**src/rtl/code_lock_pkg.sv**
```systemverilog
// Shared types and helpers for the keypad combination-lock controller.
package code_lock_pkg;

  typedef enum logic [2:0] {
    IDLE,
    ENTRY,
    OPEN,
    ERROR,
    LOCKOUT
  } state_e;

  // Width of the shared timer: enough bits to count up to the longest duration minus one.
  function automatic int timer_w(input int a, input int b, input int c);
    int m;
    m = a;
    if (b > m) m = b;
    if (c > m) m = c;
    if (m < 2) m = 2;
    return $clog2(m);
  endfunction

endpackage

```
**src/rtl/code_lock_ctrl_if.sv**
```systemverilog
// Button/programming inputs and indicator outputs of the combination lock.
interface code_lock_ctrl_if #(
  parameter int BTN_W    = 4,
  parameter int CODE_LEN = 4
);
  logic [BTN_W-1:0]          btn;
  logic                      prog_en;
  logic [CODE_LEN*BTN_W-1:0] code_in;
  logic                      y;
  logic                      green;
  logic                      red;
  logic                      locked_out;
  logic [3:0]                fail_cnt;

  // Button encoder / programming source side.
  modport master (
    output btn, prog_en, code_in,
    input  y, green, red, locked_out, fail_cnt
  );

  // Lock controller side.
  modport slave (
    input  btn, prog_en, code_in,
    output y, green, red, locked_out, fail_cnt
  );
endinterface

```
**src/rtl/code_lock_ctrl_btn_entry_det.sv**
```systemverilog
// Turns the debounced button code into single-cycle digit entry events.
// A held button gives one event; the same digit twice needs a release in between.
module btn_entry_det #(
  parameter int BTN_W = 4
) (
  input  logic             clk,
  input  logic             reset,
  input  logic [BTN_W-1:0] btn_i,
  output logic             event_o,
  output logic [BTN_W-1:0] digit_o
);

  logic [BTN_W-1:0] btn_q;

  // Remember last cycle's button code for change detection.
  always_ff @(posedge clk) begin
    if (reset) btn_q <= '0;
    else       btn_q <= btn_i;
  end

  assign event_o = (btn_i != '0) && (btn_i != btn_q);
  assign digit_o = btn_i;

endmodule

```
**src/rtl/code_lock_ctrl.sv**
```systemverilog
// Combination-lock FSM: digit comparison, wrong-attempt counting with lockout,
// auto-relock and inter-digit timeout, plus the run-time programmable code.
module code_lock_ctrl
  import code_lock_pkg::*;
#(
  parameter int BTN_W    = 4,
  parameter int CODE_LEN = 4,
  parameter logic [CODE_LEN*BTN_W-1:0] DEFAULT_CODE = 16'h4231,
  parameter int MAX_FAIL = 3,
  parameter int OPEN_CYC = 16,
  parameter int LOCK_CYC = 64,
  parameter int TMO_CYC  = 32
) (
  input logic             clk,
  input logic             reset,
  code_lock_ctrl_if.slave bus
);

  localparam int CW    = CODE_LEN * BTN_W;
  localparam int TMR_W = timer_w(OPEN_CYC, LOCK_CYC, TMO_CYC);
  localparam int IDX_W = (CODE_LEN > 1) ? $clog2(CODE_LEN) : 1;

  localparam logic [IDX_W-1:0] IDX_LAST   = IDX_W'(CODE_LEN - 1);
  localparam logic [TMR_W-1:0] OPEN_END   = TMR_W'(OPEN_CYC - 1);
  localparam logic [TMR_W-1:0] LOCK_END   = TMR_W'(LOCK_CYC - 1);
  localparam logic [TMR_W-1:0] TMO_END    = TMR_W'(TMO_CYC - 1);
  localparam logic [3:0]       MAX_FAIL_V = 4'(MAX_FAIL);

  state_e             state_q, state_d;
  logic [IDX_W-1:0]   idx_q, idx_d;
  logic               mm_q, mm_d;
  logic [3:0]         fail_q, fail_d;
  logic [TMR_W-1:0]   tmr_q, tmr_d;
  logic [CW-1:0]      code_q, code_d;
  logic               y_q, red_q, lo_q;

  logic               evt;
  logic [BTN_W-1:0]   digit;
  logic               cur_bad;
  logic               done;
  logic               bad;
  logic [3:0]         fail_inc;

  btn_entry_det #(.BTN_W(BTN_W)) u_det (
    .clk     (clk),
    .reset   (reset),
    .btn_i   (bus.btn),
    .event_o (evt),
    .digit_o (digit)
  );

  // idx is held at 0 outside ENTRY, so this also compares against digit 0 in IDLE.
  assign cur_bad  = (digit != code_q[int'(idx_q) * BTN_W +: BTN_W]);
  assign fail_inc = (fail_q == 4'hF) ? 4'hF : fail_q + 4'd1;

  // Next-state logic for the FSM, entry tracking, failure counter, timer and code.
  always_comb begin
    state_d = state_q;
    idx_d   = idx_q;
    mm_d    = mm_q;
    fail_d  = fail_q;
    code_d  = code_q;
    tmr_d   = tmr_q + 1'b1;
    done    = 1'b0;
    bad     = 1'b0;

    case (state_q)
      IDLE: begin
        tmr_d = '0;
        if (evt) begin
          if (CODE_LEN == 1) begin
            done = 1'b1;
            bad  = cur_bad;
          end else begin
            state_d = ENTRY;
            idx_d   = IDX_W'(1);
            mm_d    = cur_bad;
          end
        end
      end
      ENTRY: begin
        if (evt) begin
          tmr_d = '0;
          if (idx_q == IDX_LAST) begin
            done = 1'b1;
            bad  = mm_q | cur_bad;
          end else begin
            idx_d = idx_q + 1'b1;
            mm_d  = mm_q | cur_bad;
          end
        end else if (tmr_q == TMO_END) begin
          state_d = IDLE;
        end
      end
      OPEN: begin
        if (bus.prog_en) code_d = bus.code_in;
        if (tmr_q == OPEN_END) state_d = IDLE;
      end
      ERROR: begin
        state_d = IDLE;
      end
      LOCKOUT: begin
        if (tmr_q == LOCK_END) begin
          state_d = IDLE;
          fail_d  = '0;
        end
      end
      default: begin
        state_d = IDLE;
      end
    endcase

    if (done) begin
      if (bad) begin
        fail_d  = fail_inc;
        state_d = (fail_inc >= MAX_FAIL_V) ? LOCKOUT : ERROR;
      end else begin
        fail_d  = '0;
        state_d = OPEN;
      end
    end

    if (state_d != state_q) tmr_d = '0;
    if (state_d != ENTRY) begin
      idx_d = '0;
      mm_d  = 1'b0;
    end
  end

  // State register with outputs decoded from the current state, one cycle behind it.
  always_ff @(posedge clk) begin
    if (reset) begin
      state_q <= IDLE;
      idx_q   <= '0;
      mm_q    <= 1'b0;
      fail_q  <= '0;
      tmr_q   <= '0;
      code_q  <= DEFAULT_CODE;
      y_q     <= 1'b0;
      red_q   <= 1'b0;
      lo_q    <= 1'b0;
    end else begin
      state_q <= state_d;
      idx_q   <= idx_d;
      mm_q    <= mm_d;
      fail_q  <= fail_d;
      tmr_q   <= tmr_d;
      code_q  <= code_d;
      y_q     <= (state_q == OPEN);
      red_q   <= (state_q == ERROR) || (state_q == LOCKOUT);
      lo_q    <= (state_q == LOCKOUT);
    end
  end

  assign bus.y          = y_q;
  assign bus.green      = y_q;
  assign bus.red        = red_q;
  assign bus.locked_out = lo_q;
  assign bus.fail_cnt   = fail_q;

endmodule

```
**src/flat_wrapper.sv**
```systemverilog
// flat-port wrapper written by rule: the top's interface ports become plain ports
module code_lock_ctrl_flat import code_lock_pkg::*;
#(
  parameter int BTN_W    = 4,
  parameter int CODE_LEN = 4,
  parameter logic [CODE_LEN*BTN_W-1:0] DEFAULT_CODE = 16'h4231,
  parameter int MAX_FAIL = 3,
  parameter int OPEN_CYC = 16,
  parameter int LOCK_CYC = 64,
  parameter int TMO_CYC  = 32
)
  (clk, reset, bus_btn, bus_prog_en, bus_code_in, bus_y, bus_green, bus_red, bus_locked_out, bus_fail_cnt);
  code_lock_ctrl_if #(.BTN_W(BTN_W), .CODE_LEN(CODE_LEN)) bus_i ();
  input logic clk;
  input logic reset;
  input wire logic [$bits(bus_i.btn)-1:0] bus_btn;
  input wire logic [$bits(bus_i.prog_en)-1:0] bus_prog_en;
  input wire logic [$bits(bus_i.code_in)-1:0] bus_code_in;
  output wire logic [$bits(bus_i.y)-1:0] bus_y;
  output wire logic [$bits(bus_i.green)-1:0] bus_green;
  output wire logic [$bits(bus_i.red)-1:0] bus_red;
  output wire logic [$bits(bus_i.locked_out)-1:0] bus_locked_out;
  output wire logic [$bits(bus_i.fail_cnt)-1:0] bus_fail_cnt;
  assign bus_i.btn = bus_btn;
  assign bus_i.prog_en = bus_prog_en;
  assign bus_i.code_in = bus_code_in;
  assign bus_y = bus_i.y;
  assign bus_green = bus_i.green;
  assign bus_red = bus_i.red;
  assign bus_locked_out = bus_i.locked_out;
  assign bus_fail_cnt = bus_i.fail_cnt;
  code_lock_ctrl #(.BTN_W(BTN_W), .CODE_LEN(CODE_LEN), .DEFAULT_CODE(DEFAULT_CODE), .MAX_FAIL(MAX_FAIL), .OPEN_CYC(OPEN_CYC), .LOCK_CYC(LOCK_CYC), .TMO_CYC(TMO_CYC)) u_core (.clk(clk), .reset(reset), .bus(bus_i));
endmodule
```
**config.mk**
```make
export PLATFORM = sky130hd
export DESIGN_NAME = code_lock_ctrl_flat
export DESIGN_NICKNAME = d
export VERILOG_FILES = /design/src/rtl/code_lock_pkg.sv /design/src/rtl/code_lock_ctrl_if.sv /design/src/rtl/code_lock_ctrl_btn_entry_det.sv /design/src/rtl/code_lock_ctrl.sv /design/src/flat_wrapper.sv
export SDC_FILE = /design/constraint.sdc
export NUM_CORES = 1
export LEC_CHECK = 0
export ABC_AREA = 1
export BUFFER_PORTS_ARGS = -buffer_cell sky130_fd_sc_hd__buf_4
export CAP_MARGIN = 20
export CORE_MARGIN = 8
export CORE_UTILIZATION = 50
export CTS_CLUSTER_SIZE = 14
export DETAILED_ROUTE_END_ITERATION = 6
export PLACE_DENSITY = 0.75
export SKIP_CTS_REPAIR_TIMING = 1
export SLEW_MARGIN = 25
export SYNTH_ARGS = -nofsm -noshare
export SYNTH_HDL_FRONTEND = slang
export SYNTH_SLANG_ARGS = --single-unit
export TNS_END_PERCENT = 20
```
**constraint.sdc**
```tcl
create_clock -name clk -period 1.62 [get_ports clk]
set_clock_uncertainty 0.05 [all_clocks]
set_input_delay 0.162 -clock clk [delete_from_list [all_inputs] [get_ports clk]]
set_output_delay 0.162 -clock clk [all_outputs]
set_load 0.05 [all_outputs]
```
* Word-level counts from Yosys, hierarchy flattened
Index checks and enable logic that the tools add are counted.
** Operators by class
- Bitwise gates (word level) :: 1
- Muxes and demuxes :: 30
- Div/mod/pow operators :: 0
- Shift operators :: 1
- Multiply operators :: 0
- Reduce and logical (&&, ||, !) cells :: 12
- Magnitude comparators :: 1
- Add/subtract/negate cells :: 3
- Equality and inequality tests :: 16
** Operators by type and width (count)
- $mux W3 :: 8
- $mux W4 :: 5
- $shiftx A16 B5 Y4 :: 1
- $pmux W3 S4 :: 1
- $pmux W6 S2 :: 1
- $mux W1 :: 9
- $ne A4 B4 Y1 :: 2
- $add A6 B1 Y6 const B :: 1
- $eq A3 B2 Y1 const B :: 2
- $eq A6 B4 Y1 const B :: 1
- $eq A6 B5 Y1 const B :: 1
- $eq A6 B6 Y1 const B :: 1
- $mux W2 :: 3
- $mux W6 :: 1
- $reduce_bool A2 Y1 :: 3
- $add A4 B1 Y4 const B :: 1
- $eq A4 B4 Y1 const B :: 1
- $ge A4 B2 Y1 const B :: 1
- $ne A2 B1 Y1 const B :: 2
- $pmux W2 S2 :: 1
- $reduce_and A2 Y1 :: 2
- $reduce_and A4 Y1 :: 1
- $reduce_bool A4 Y1 :: 1
- $reduce_or A2 Y1 :: 2
- other kinds (12) :: 12
** Storage, ports and cells
- Memory bits (writable) :: 0
- Bits in registers :: 39
- Output and inout port bits :: 8
- Bits in latches :: 0
- ROM bits :: 0
- Memories :: 0
- Logic and storage cells :: 74
- Input bits :: 23

* Longest topological paths before layout
Gate-level depths: netlist of the first run.
- Depth in word-level cells :: 10
- Gate-level depth with buffers :: 15
- Gate-level depth less buffers :: 14

* By module
Synthesis of the first run repeated with hierarchy kept, for this count alone.
** Second synthesis, totals
- Cells, all modules :: 291
- Area, all modules :: 2021.9 µm²
** Modules (own cells, without submodules)
- code_lock_ctrl :: area each 1798.0 µm², cells each 254, sequential area each 700.7 µm², times used 1
- btn_entry_det :: area each 224.0 µm², cells each 37, sequential area each 80.1 µm², times used 1

* Least setup slack after synthesis of the first run
OpenSTA, ideal clock, no wires.
- Path kind :: register to register
- Start point :: register u_core.fail_q[0] (netlist: u_core.bus.fail_cnt[0])
- End point :: register u_core.tmr_q[0]
- Required time :: 1457 ps
- Path slack :: -441 ps
- Buffers on the path :: 0
- Data arrival time :: 1897 ps
- Cell stages (with the launch flop) :: 11
- Setup time :: 113 ps
- Period minus slack after synthesis :: 2061 ps
- Cells stage by stage :: dfxtp_1 ha_1 nand2_1 a21oi_1 nand3_1 a21oi_2 inv_2 a21oi_2 a21oi_2 nand3_4 nor2_2
** Between the ends
- Longest elaborated chain between the ends :: 8
- Elaborated cells on any way between the ends :: 9
- Those cells by class :: add/sub: 1; order compare: 1; eq/ne: 2; mux: 4; reduce/logical: 1
** RTL lines
- start: declaration :: RTL line code_lock_ctrl.sv:32 : logic [3:0] fail_q, fail_d;
- start signal: assignment :: RTL line code_lock_ctrl.sv:146 : fail_q <= fail_d;
- $add A4 B1 Y4 or $eq A4 B4 Y1 (tied branches) :: RTL line code_lock_ctrl.sv:54 : assign fail_inc = (fail_q == 4'hF) ? 4'hF : fail_q + 4'd1;
- $mux W4 (*) :: RTL line code_lock_ctrl.sv:54
- $ge A4 B2 Y1 (*) :: RTL line code_lock_ctrl.sv:116 : state_d = (fail_inc >= MAX_FAIL_V) ? LOCKOUT : ERROR;
- $mux W3 (*) :: RTL line code_lock_ctrl.sv:116
- $mux W3 (*) :: RTL line code_lock_ctrl.sv:114 : if (bad) begin
- $mux W3 (*) :: RTL line code_lock_ctrl.sv:113 : if (done) begin
- $ne A3 B3 Y1 (*) :: RTL line code_lock_ctrl.sv:123 : if (state_d != state_q) tmr_d = '0;
- $reduce_or A2 Y1 (no line) (*)
- end signal: assignment :: RTL line code_lock_ctrl.sv:147 : tmr_q <= tmr_d;
- end: declaration :: RTL line code_lock_ctrl.sv:33 : logic [TMR_W-1:0] tmr_q, tmr_d;
Mark *: on every way between the ends. The rest lies on a longest branch, timed or not.
A chain may end at the register's enable or synchronous reset.

* Worst setup path after layout of the first run
- Start point :: register u_core.fail_q[1] (netlist: u_core.bus.fail_cnt[1])
- End point :: register u_core.tmr_q[4]
Same word-level chain as after synthesis.

==> key figures, run 1 <==
Setup path
  – CP dominant cell by count: nand3_4
  – Crit Path Class: reg2reg
  – Cell Chain, Critical Path: ha_4, nand2_2, nor2_1, or2_1, a21oi_2, inv_2, nand3_4, o211ai_4, clkinv_2, nand3_4, nor2_2
  – Reg-to-Reg Start: u_core.bus.fail_cnt[1]
  – FF-to-FF path depth: 11
  – Crit path buf inv count: 2
  – CP Max Fanout: 6
  – Max stage delay cell, worst path: dfxtp_4
  – Worst Path Required: 1800 ps
  – Crit-path max cell delay: 360 ps
  – Worst reg2reg path endpoint: u_core.tmr_q[4]
  – Startpoint Class: flip-flop
  – Top delay family on crit path: simple AND/OR/NAND/NOR gates
  – Worst R2R Setup Slack: -170 ps
  – Crit end category: flip-flop
  – CP Data Arrival Time: 1970 ps

STA
  – Minimum clock period: 1790 ps
  – Final hold viol count: 0
  – Final Max Slew Viols: 0
  – Worst-Margin Slew: 263 ps
  – Setup ws final: -171 ps
  – Achievable Freq: 558 MHz
  – Tcrit/Tclk final: 111%
  – Rel. slew slack: 82.4%
  – Setup-failing EPs final: 7
  – RSZ-0062 raised after global routing: true

Pwr
  – Flop pwr share: 50.6%
  – P_int: 1.42 mW
  – NetSw: 0.532 mW
  – Peak supply drop: 0.000533 V
  – Sw Share: 27.3%
  – Leakage: 1.14 nW
  – Clock power frac: 31.9%
  – Combinational Power Share: 17.4%
  – Pwr dens: 763 nW/um2
  – Total power: 1.95 mW

Global route
  – Vias in the first global route: 1662
  – Congestion Overflow GR: 0
  – Largest net degree at the start of global routing: 17
  – First-pass GRT wire length: 7500 um
  – Total GRT Usage: 14.6%
  – Initial antenna violation count: 0

Routing
  – Routed WL: 4490 um
  – WL per Instance: 12.2 um
  – Via Count: 1831
  – Remaining antenna violation count after routing: 0
  – Routed vias/inst: 4.96
  – Initial drt markers: 80
  – DRT Pass-1 Iters: 4
  – # DRC: 0

Finish
  – Nets@finish: 344
  – # fillers: 348
  – Most frequent cells in the layout: nand2_1, buf_4, dfxtp_1
  – Synthesis-to-finish area growth: 29.9%
  – Commonest non-fill, non-tap cell in the layout: nand2_1
  – Share of cells above drive strength 1: 35.4%
  – # diodes: 0
  – Fin util: 65.8%

Floorplan
  – Chip height: 78.8 um
  – Die width: 78.8 um
  – Die area: 6200 um2
  – Core ar.: 3880 um2
  – Cell Rows: 23
  – Num ports: 31
  – Initial Util: 50.7%

CTS
  – CTS root buf: clkbuf_8
  – CTS H-tree depth: 2
  – Clock Tree Buf Depth: 2
  – Clock slew at reported path FFs: 80 ps
  – CTS tree: yes
  – Clk sink count: 39
  – CTS buffer count: 5
  – Worst skew pair latency: 290 ps

Synth
  – Mapped Avg Cell Area: 7.38 um2
  – YS warnings: 0
  – Register area share after synthesis: 39.6%
  – Yosys top cell by area: dfxtp_1
  – Post-synth top area share: 39.6%
  – Area contributors post-synth: dfxtp_1, nand2_1, nand3_1
  – Dominant synthesized flop cell: dfxtp_1
  – Synth Cell Area: 1970 um2
  – Yosys reg bits: 39
  – Mapped Cells: 267
  – Synth Net Count: 293
  – EDFF count, synth: 0
  – Post-synth cell types: 34
  – Asr flop ratio synth: 0%

Worst hold path
  – Hold depth: 3
  – Hold crit path type: in2reg
  – Hold EP: u_core.code_q[0]
  – Worst hold path startpoint: bus_code_in[0]

Place
  – Gp weighted congestion: 0.850
  – Port Buffers: 30
  – Detailed Place HPWL: 3390 um

Run
  – Max-Cap Viols: 0

Outcome
  – Failing checks: setup timing
  – Status: complete, but fails checks
[synth_stat cells (4+ instances only)]
cell type and count:
a21oi_1 11, dfxtp_1 39, nor2_1 33, nor2_2 6, inv_2 6, nand2_1 61
xnor2_1 4, o21ai_0 13, nand3_1 28, nand4_1 5, nand2_2 4, inv_1 20
[layer usage]
| layer | routed length [um] | global-route usage (%) | share of wire [%] | vias up |
|---|---|---|---|---|
| li1 | - | - | - | 961 |
| met1 | 2150 | 19.6 | 48 | 830 |
| met2 | 2100 | 22.5 | 47 | 36 |
| met3 | 187 | 3.39 | 4.2 | 4 |
| met4 | 61 | 5.00 | 1.4 | 0 |
| met5 | 0 | 0 | 0 | - |
[power by group through the flow]
stage | combinational, mW | clock (mW) | sequential, mW
final | 0.340 | 0.623 | 0.989
after global routing | 0.375 | 0.697 | 0.990
after CTS | 0.321 | 0.643 | 0.988
after detailed placement | 0.319 | 0 | 1.01
after global placement | 0.315 | 0 | 1.01
after floorplan | 0.204 | 0 | 1.01
[layout make-up]
type | instances | area, um2 | area share [%]
inverter | 28 | 114 | 4.45
clock inverter | 3 | 15.0 | 0.587
tap | 50 | 62.6 | 2.45
timing repair buffer | 50 | 392 | 15.3
clock buffer | 5 | 68.8 | 2.69
multi-input combinational | 194 | 1110 | 43.5
sequential | 39 | 792 | 31.0
[worst max path at each step]
stage | startpoint | to | slack, ps | cells after the start
floorplan | u_core.bus.fail_cnt[1] | u_core.tmr_q[0] | -130 | 11
global placement | u_core.bus.fail_cnt[1] | u_core.tmr_q[0] | -110 | 11
detailed placement | u_core.bus.fail_cnt[1] | u_core.tmr_q[3] | -130 | 11
CTS | u_core.bus.fail_cnt[1] | u_core.tmr_q[2] | -150 | 11
global route | u_core.bus.fail_cnt[1] | u_core.tmr_q[4] | -290 | 11
finish | u_core.bus.fail_cnt[1] | u_core.tmr_q[4] | -170 | 11
[logic make-up after synthesis]
group / Yosys count / share of synthesized area [%]
AND/OR/NAND/NOR: 153 / 38.1
flip-flops: 39 / 39.6
buffers and inverters: 34 / 7.56
AO/OA/AOI/OAI: 31 / 9.66
XOR/XNOR: 7 / 3.11
adder cells (fa/ha/maj): 3 / 1.91
[worst register-to-register path, delay by kind of cell, from the launching register on]
family | cells | cell delay (ps)
adders and majority gates | 1 | 150
buffers and inverters | 2 | 140
and+or+nand+nor | 6 | 750
DFF | 1 | 360
AOI/OAI and AO/OA | 2 | 280
[sequential cells by signal, summed over array words and instances (netlist names)]
name / count
u_core.bus.green: 1
u_core.tmr_q: 6
u_core.state_q: 3
u_core.bus.locked_out: 1
u_core.bus.fail_cnt: 4
u_core.bus.red: 1
u_core.code_q: 16
u_core.u_det.btn_q: 4
u_core.mm_q: 1
u_core.idx_q: 2
[per-stage QoR]
step	TNS (ps)	std cells	hold slack [ps]	worst slack (ps)	cell area [um2]
final	-1010	369	20.3	-171	2560
after global routing	-2030	369	12.3	-291	2560
after CTS	-916	369	14.6	-146	2490
after detailed placement	-794	361	315	-132	2410
after global placement	-656	361	315	-110	2410
after floorplan	-771	267	171	-126	1990
(Power assumes the default switching activity.)
==> run 2, diff against run 1 <==
Settings changed: CORE_UTILIZATION 50 to 43, PLACE_DENSITY 0.75 to 0.66.
==> run 2 against run 1 <==
Against the previous run:
- the flow still finishes with violations (setup timing)
- die area grew 13%
- flip-flop and latch count is the same
- total power grew 2.5%
- critical endpoint is now u_core.tmr_q[5]
==> key figures, run 2 (synthesis results as in run 1) <==
Global route
  – Met1 global-route usage: 16.4% (-3.3 points)
  – First-pass GRT wire length: 7690 um (+2.6%)
  – Met2 Usage GRT: 20.1% (-2.3 points)
  – Congestion Overflow GR: 0 (unchanged)
  – Vias in the first global route: 1768 (+6.4%)
  – Initial antenna violation count: 0 (unchanged)
  – Total GRT Usage: 13.2% (-1.5 points)
  – GRT Max-Usage Layer: met2
  – Largest net degree at the start of global routing: 17 (unchanged)
  – M3 GR Usage: 3.71% (+0.32 points)

Finish
  – Most flop-heavy register: u_core.code_q
  – Multi-input logic area: 1080 um2 (-3.4%)
  – Max reg flops: 16 (unchanged)
  – Register area: 792 um2 (unchanged)
  – Fin util: 58.2% (-7.6 points)
  – Biggest regs: u_core.code_q: 16 flops, u_core.tmr_q: 6 flops
  – # diodes: 0 (unchanged)
  – Nets@finish: 347 (+0.87%)
  – Share of cells above drive strength 1: 32.6% (-2.8 points)
  – # fillers: 425 (+22%)
  – Synthesis-to-finish area growth: 29.6%
  – Commonest non-fill, non-tap cell in the layout: nand2_1
  – Non-Filler Instances: 374 (+1.4%)
  – Most frequent cells in the layout: nand2_1, buf_4, dfxtp_1

Floorplan
  – Chip height: 83.7 um (+6.2%)
  – Initial Util: 44.9% (-5.8 points)
  – Die area: 7000 um2 (+13%)
  – Die width: 83.7 um (+6.2%)
  – Num ports: 31 (unchanged)
  – Cell Rows: 24 (+4.3%)
  – Core ar.: 4380 um2 (+13%)

STA
  – Tcrit/Tclk final: 111% (+0.40 points)
  – Final hold viol count: 0 (unchanged)
  – Achievable Freq: 556 MHz (-0.36%)
  – Setup-failing EPs final: 7 (unchanged)
  – Min Hold Slack: 12.5 ps (-7.87 ps)
  – Worst-Margin Slew: 355 ps (+91.2 ps)
  – Final Max Slew Viols: 0 (unchanged)
  – Final TNS setup: -1070 ps (-64.4 ps)
  – Minimum clock period: 1800 ps (+6.50 ps)
  – Setup ws final: -178 ps (-6.50 ps)
  – RSZ-0062 raised after global routing: true
  – Rel. slew slack: 76.3% (-6.0 points)

Setup path
  – Startpoint Class: flip-flop
  – Reg-to-Reg Start: u_core.bus.fail_cnt[1]
  – CP Data Arrival Time: 1980 ps (about the same)
  – Worst reg2reg path endpoint: u_core.tmr_q[5]
  – Crit path buf inv count: 2 (unchanged)
  – Top delay family on crit path: simple AND/OR/NAND/NOR gates
  – Cell Chain, Critical Path: ha_4, or2_1, a21oi_2, nand3_1, a21oi_2, inv_2, nand3_4, o211ai_4, clkinv_2, nand3_4, nor2_2
  – FF-to-FF path depth: 11 (unchanged)
  – Crit-path max cell delay: 360 ps (about the same)
  – Worst Setup SP: u_core.bus.fail_cnt[1]
  – Crit Path Class: reg2reg
  – Crit end category: flip-flop
  – Max stage delay cell, worst path: dfxtp_4
  – Worst Path Required: 1800 ps (about the same)
  – CP Max Fanout: 6 (unchanged)
  – Worst R2R Setup Slack: -180 ps (about the same)

Pwr
  – NetSw: 0.530 mW (-0.51%)
  – Peak supply drop: 0.000536 V (+0.65%)
  – Leakage: 1.13 nW (-0.22%)
  – Sw Share: 26.5% (-0.80 points)
  – Pwr dens: 784 nW/um2 (+2.7%)
  – P_int: 1.47 mW (+3.6%)
  – Flop pwr share: 49.4% (-1.2 points)
  – Clock power frac: 33.6% (+1.7 points)
  – Combinational Power Share: 17.0% (-0.4 points)

Routing
  – Via Count: 1873 (+2.3%)
  – # DRC: 0 (unchanged)
  – Routed WL: 4480 um (-0.13%)
  – WL per Instance: 12.0 um (-1.5%)
  – Initial drt markers: 111 (+39%)
  – Remaining antenna violation count after routing: 0 (unchanged)
  – Routed vias/inst: 5.01 (+0.93%)
  – DRT Pass-1 Iters: 4 (unchanged)

Worst hold path
  – Hold EP: u_core.code_q[9]
  – Hold crit path type: in2reg
  – Hold depth: 3 (unchanged)
  – Worst hold path startpoint: bus_code_in[9]

Place
  – Place WS: -157 ps (-24.9 ps)
  – Port Buffers: 30 (unchanged)
  – Cells after DPL: 366 (+1.4%)
  – Gp weighted congestion: 0.838 (-1.5%)
  – Detailed Place HPWL: 3510 um (+3.4%)

CTS
  – CTS tree: yes
  – Clock Tree Buf Depth: 2 (unchanged)
  – CTS root buf: clkbuf_8
  – Clk sink count: 39 (unchanged)
  – Clock slew at reported path FFs: 80 ps (about the same)
  – CTS buffer count: 5 (unchanged)
  – Worst skew pair latency: 300 ps (about the same)
  – CTS H-tree depth: 2 (unchanged)

Outcome
  – Status: complete, but fails checks
  – Failing checks: setup timing

Run
  – Max-Cap Viols: 0 (unchanged)
## run 2: cell count changes in the layout (fill, tap and decap cells not counted), sizes merged
cell and delta:
buf +3, clkbuf +2, clkinv -2
## run 2: worst max-delay path by stage
stage / to / cells after the start
after floorplan: u_core.tmr_q[0] / 11
after global placement: u_core.tmr_q[0] / 11
after detailed placement: u_core.tmr_q[0] / 11
after CTS: u_core.tmr_q[2] / 11
after global routing: u_core.tmr_q[3] / 11
final: u_core.tmr_q[5] / 11
## run 2: power by group through the flow
stage          registers [mW]  logic, mW  clock network, mW
3_3_place_gp             1.01      0.327                  0
5_1_grt                 0.990      0.379              0.727
6_report                0.989      0.340              0.672
4_1_cts                 0.988      0.335              0.699
2_1_floorplan            1.01      0.204                  0
3_5_place_dp             1.01      0.334                  0
## run 2: metal layers
metal  vias to the layer above  share of wire [%]
met3                         5                4.8
met1                       853                 48
met4                         0                1.9
met2                        43                 45
met5                         -                  0
li1                        972                  -
## run 2: final cells by class
class                           instances  area share, %
Clock buffer                            7           3.38
Multi-Input combinational cell        194           42.2
Timing Repair Buffer                   53           16.2
Sequential cell                        39           31.0
Clock inverter                          1          0.196
Inverter                               28           4.46
Tap cell                               52           2.55
## run 2: per-stage QoR
step                      area, um2  power, mW
after floorplan                1990       1.22
after global placement         2430       1.34
after detailed placement       2430       1.34
after CTS                      2520       2.02
after global routing           2550       2.10
final                          2550       2.00
## run 2: tightest hold or removal path, delay by kind of cell
family | cells | cell delay (ps)
buffers and inverters | 1 | 80
and+or+nand+nor | 2 | 90
